### src/rtl/tag_alloc.sv
// Unique-tag allocator: hands out free slots with a tag distinct from all live tags.
// Slots are released by index; freeing a non-live slot raises a one-cycle error pulse.
module tag_alloc #(
  parameter int unsigned NSLOT = 8,
  parameter int unsigned TAG_W = 16,
  localparam int unsigned IDX_W = $clog2(NSLOT)
) (
  input  logic                        clk,
  input  logic                        rst,
  input  logic                        req_valid,
  output logic                        req_ready,
  output logic [IDX_W-1:0]            gnt_idx,
  output logic [TAG_W-1:0]            gnt_tag,
  input  logic                        free_valid,
  input  logic [IDX_W-1:0]            free_idx,
  output logic [NSLOT-1:0]            vld,
  output logic [NSLOT-1:0][TAG_W-1:0] tag,
  output logic                        free_err
);

  logic [TAG_W-1:0]            next_tag;
  logic [TAG_W-1:0]            next_tag_nx;
  logic [NSLOT-1:0]            vld_nx;
  logic [NSLOT-1:0][TAG_W-1:0] tag_nx;
  logic                        free_err_nx;
  logic                        cand_hit;
  logic                        full;
  logic                        alloc;

  // Candidate collides with a live tag: this cycle is spent skipping it.
  always_comb begin
    cand_hit = 1'b0;
    for (int i = 0; i < int'(NSLOT); i++) begin
      if (vld[i] && (tag[i] == next_tag)) cand_hit = 1'b1;
    end
  end

  // Lowest non-live slot; uses registered vld so a slot freed this cycle is not eligible.
  always_comb begin
    gnt_idx = '0;
    for (int i = int'(NSLOT) - 1; i >= 0; i--) begin
      if (!vld[i]) gnt_idx = IDX_W'(i);
    end
  end

  assign full      = &vld;
  assign req_ready = !full && !cand_hit;
  assign gnt_tag   = next_tag;
  assign alloc     = req_valid && req_ready;

  // Next-state: free and allocate never target the same slot (live vs non-live).
  always_comb begin
    vld_nx      = vld;
    tag_nx      = tag;
    next_tag_nx = next_tag;
    free_err_nx = 1'b0;
    if (free_valid) begin
      if (vld[free_idx]) vld_nx[free_idx] = 1'b0;
      else               free_err_nx      = 1'b1;
    end
    if (alloc) begin
      vld_nx[gnt_idx] = 1'b1;
      tag_nx[gnt_idx] = next_tag;
    end
    if (alloc || cand_hit) next_tag_nx = next_tag + TAG_W'(1);
  end

  always_ff @(posedge clk) begin
    if (rst) begin
      vld      <= '0;
      tag      <= '0;
      next_tag <= '0;
      free_err <= 1'b0;
    end else begin
      vld      <= vld_nx;
      tag      <= tag_nx;
      next_tag <= next_tag_nx;
      free_err <= free_err_nx;
    end
  end

endmodule

### config.mk
export PLATFORM = sky130hd
export DESIGN_NAME = tag_alloc
export DESIGN_NICKNAME = d
export VERILOG_FILES = /design/src/rtl/tag_alloc.sv
export SDC_FILE = /design/constraint.sdc
export NUM_CORES = 1
export LEC_CHECK = 0
export BUFFER_PORTS_ARGS = -buffer_cell sky130_fd_sc_hd__buf_2
export CAP_MARGIN = 20
export CORE_MARGIN = 4
export CORE_UTILIZATION = 30
export CTS_BUF_LIST = sky130_fd_sc_hd__clkbuf_16
export DETAILED_ROUTE_END_ITERATION = 6
export GPL_TIMING_DRIVEN = 1
export MAX_ROUTING_LAYER = met4
export PLACE_DENSITY = 0.49
export SLEW_MARGIN = 20
export SYNTH_ARGS = -nofsm -noshare
export SYNTH_HDL_FRONTEND = slang
export SYNTH_SLANG_ARGS = --single-unit
### constraint.sdc
create_clock -name clk -period 3.5 [get_ports clk]
set_input_delay 0.175 -clock clk [delete_from_list [all_inputs] [get_ports clk]]
set_output_delay 0.175 -clock clk [all_outputs]
set_load 0.02 [all_outputs]
==> qor.csv <==
stage;metric;value;unit
routing;wirelength, routed;30700;um
pwr;Tot Pwr;4.25;mW
cells_and_area;Layout fillers;2768;
pwr;leakage;4.62;nW
routing;via count;7637;
min_path;hold depth;2;
cells_and_area;Cell Count, Final, Fillers Out;1438;
routing;residual DRC count;0;
floorplanning;die footprint;29300;um^2
clocking;Clk Latency, worst-skew pair;0.44;ns
timing;max_slew headroom;0.397;
pwr;Gate power share;0.141;
worst_setup_path;worst path required time;3.32;ns
clocking;Clock transition at path regs;0.07;ns
timing;Final Hold Viols;0;
pwr;pwr/cell area;436;nW/um^2
timing;Setup-failing EPs final;0;
worst_setup_path;R2R depth;10;
pwr;Sequential Power Share;0.417;
cells_and_area;area of the multi-input gates;4370;um^2
logic_synthesis;leading post-synthesis cells by cell area;dfxtp_1, xor2_1, o21ai_0;
floorplanning;Die Height;171;um
timing;setup_tns;0;ns
logic_synthesis;Async SR Flop Fraction;0;
logic_synthesis;post-synthesis sequential area ratio;0.383;
cells_and_area;final core utilization;0.373;
routing;vias per cell;5.31;
placement;DP Area;9160;um^2
floorplanning;Die W;171;um
placement;number of port buffers;163;
floorplanning;# IOs;164;
global_routing;vias in the first global route;7292;
clocking;H-Tree Depth;4;
pwr;worst-case vdd ir drop;0.321;mV
cells_and_area;ratio of cells with drive above 1 in the final layout;0.235;
global_routing;Total GRT Usage;0.212;
pwr;internal power;3.02;mW
timing;Slew @ Worst Pin;0.905;ns
timing;clk_skew;0.0181;ns
global_routing;largest net degree at the start of global routing;91;
clocking;Num CTS Buffers;17;
worst_setup_path;critical path capture point type;output pin;
timing;fmax;0.307;GHz
cells_and_area;most frequent cells in the layout;buf_2, dfxtp_1, o21ai_0;
min_path;Hold Crit Class;in2reg;
routing;DRT iter0 DRCs;683;
clocking;CTS sink count;153;
cells_and_area;Final nets;1097;
worst_setup_path;CP Max Fanout;8;
cells_and_area;finished layout cell area;9750;um^2
status;status;finished clean;
worst_setup_path;WS Path Type;reg2out;
logic_synthesis;dominant register cell in the synthesized netlist;dfxtp_1;
logic_synthesis;EDFF count, synth;0;
placement;detailed placer's ending HPWL;21100;um
clocking;PostCTS Resize Cnt;0;
timing;Min Hold Slack;0.0572;ns
logic_synthesis;synthesized area per cell;8.33;um^2
worst_setup_path;worst endpoint data arrival time;3.08;ns
timing;Tmin final;3.26;ns
logic_synthesis;biggest area consumer among synthesized cells;dfxtp_1;
floorplanning;core area;26100;um^2
pwr;NetSw;1.23;mW
timing;RSZ-0062 raised after global routing;no;
timing;Final WS setup;0.245;ns
placement;Final GP Congestion;0.836;
cells_and_area;Layout area overhead;22.0;%
logic_synthesis;Yosys top cell area share;0.383;
floorplanning;Initial Utilization;0.306;
routing;wire per inst;21.3;um
timing;period utilization;0.930;
pwr;switching part of the total;0.290;
clocking;CTS Buffer Depth;2;
placement;pre-CTS WS;0.162;ns
routing;drt pass-1 iters;5;
floorplanning;num rows;59;
run;Max-Cap Viols;0;
global_routing;antenna violations before repair;2;
timing;Final Max Slew Viols;0;
worst_setup_path;CP Launch Type;flop;
global_routing;gr ovfl total;0;
clocking;Clock Root Buffer;clkbuf_16;
pwr;clock network fraction of design power;0.443;
logic_synthesis;Synth Instances;959;
routing;post-route antenna net violation count;0;
global_routing;global-route wire length before repair;46100;um
cells_and_area;commonest non-fill, non-tap cell in the layout;buf_2;
logic_synthesis;FF+latch count, synth;153;
logic_synthesis;mapped cell area;7990;um^2
placement;dpl cells;1404;
logic_synthesis;Mapped Nets;967;
logic_synthesis;library cells used by synthesis;45;
cells_and_area;register area;3060;um^2
clocking;TritonCTS clock tree;built;
logic_synthesis;Syn. warnings;0;
## timing repair
action                     in CTS  in global routing
hold endpoints to repair        0                  0
setup endpoints to repair       0                 28
hold buffers                    0                  0
setup buffers                   0                  1
## power by group through the flow
stage | clock (mW) | sequential, mW | combinational (mW)
floorplan | 0 | 1.81 | 0.396
global placement | 0 | 1.81 | 0.592
detailed placement | 0 | 1.81 | 0.587
CTS | 1.92 | 1.77 | 0.586
global route | 1.98 | 1.77 | 0.634
finish | 1.88 | 1.77 | 0.599
## sequential cells by signal, summed over array words and instances, names as in the netlist
name      flops
gnt_tag      16
tag         128
free_err      1
vld           8
## worst max-delay path, cell delays in order (launching register included)
cell and delay [ns]:
dfxtp_1 0.57, buf_4 0.30, xor2_1 0.16, nor4_1 0.08, nand4_1 0.15, o22ai_2 0.11, or4_2 0.80, nor2_1 0.25
buf_2 0.21
## final timing paths
path | endpoint | slack [ns] | start
max reg2reg | gnt_tag[10]$_SDFFE_PP0P_ | 0.43 | gnt_tag[11]$_SDFFE_PP0P_
min reg2reg | tag[114]$_SDFFE_PP0P_ | 0.50 | tag[114]$_SDFFE_PP0P_
min | free_err$_SDFF_PP0_ | 0.06 | free_valid
max | req_ready | 0.24 | gnt_tag[11]$_SDFFE_PP0P_
## layer usage
metal,GRT usage,up-vias,wire [um]
li1,-,3620,-
met4,0.0548,0,597
met1,0.292,3710,14100
met2,0.324,272,14300
met3,0.0384,35,1700
met5,-,-,0
## cells in the mapped netlist, drive strengths merged (2+ instances only)
| master | instances |
|---|---|
| a2111o | 7 |
| nand4 | 12 |
| nor3 | 12 |
| buf | 43 |
| and2 | 2 |
| mux4 | 2 |
| a211oi | 2 |
| a21oi | 118 |
| nor3b | 3 |
| mux2i | 23 |
| dfxtp | 153 |
| nor2 | 7 |
| nand3 | 106 |
| nand2 | 24 |
| and3 | 4 |
| nor2b | 16 |
| xor2 | 121 |
| o22ai | 3 |
| nand4b | 2 |
| xnor2 | 7 |
| o21ai | 144 |
| or2 | 9 |
| nor4 | 25 |
| a21boi | 3 |
| inv | 5 |
| nand2b | 39 |
| clkbuf | 60 |
## cells by family (layout without fill, tap and decap cells)
family / Yosys count / after routing / share of synthesized area
and+or+nand+nor: 263 / 263 / 0.182
muxes: 26 / 26 / 0.0358
other: 0 / 2 / 0
buffers and inverters: 108 / 250 / 0.0698
AOI/OAI and AO/OA: 280 / 280 / 0.187
adders and majority gates: 1 / 1 / 0.00157
xor gates and xnor gates: 128 / 128 / 0.141
DFF: 153 / 153 / 0.383
## layout make-up
cell class	count	area share
Sequential cell	153	0.314
Tap cell	335	0.0430
Timing Repair Buffer	214	0.132
Inverter	5	0.00192
Clock inverter	14	0.0163
Multi-Input combinational cell	698	0.448
Clock buffer	17	0.0436
Antenna cell	2	0.000513
Power figures use the tool's default switching activity.
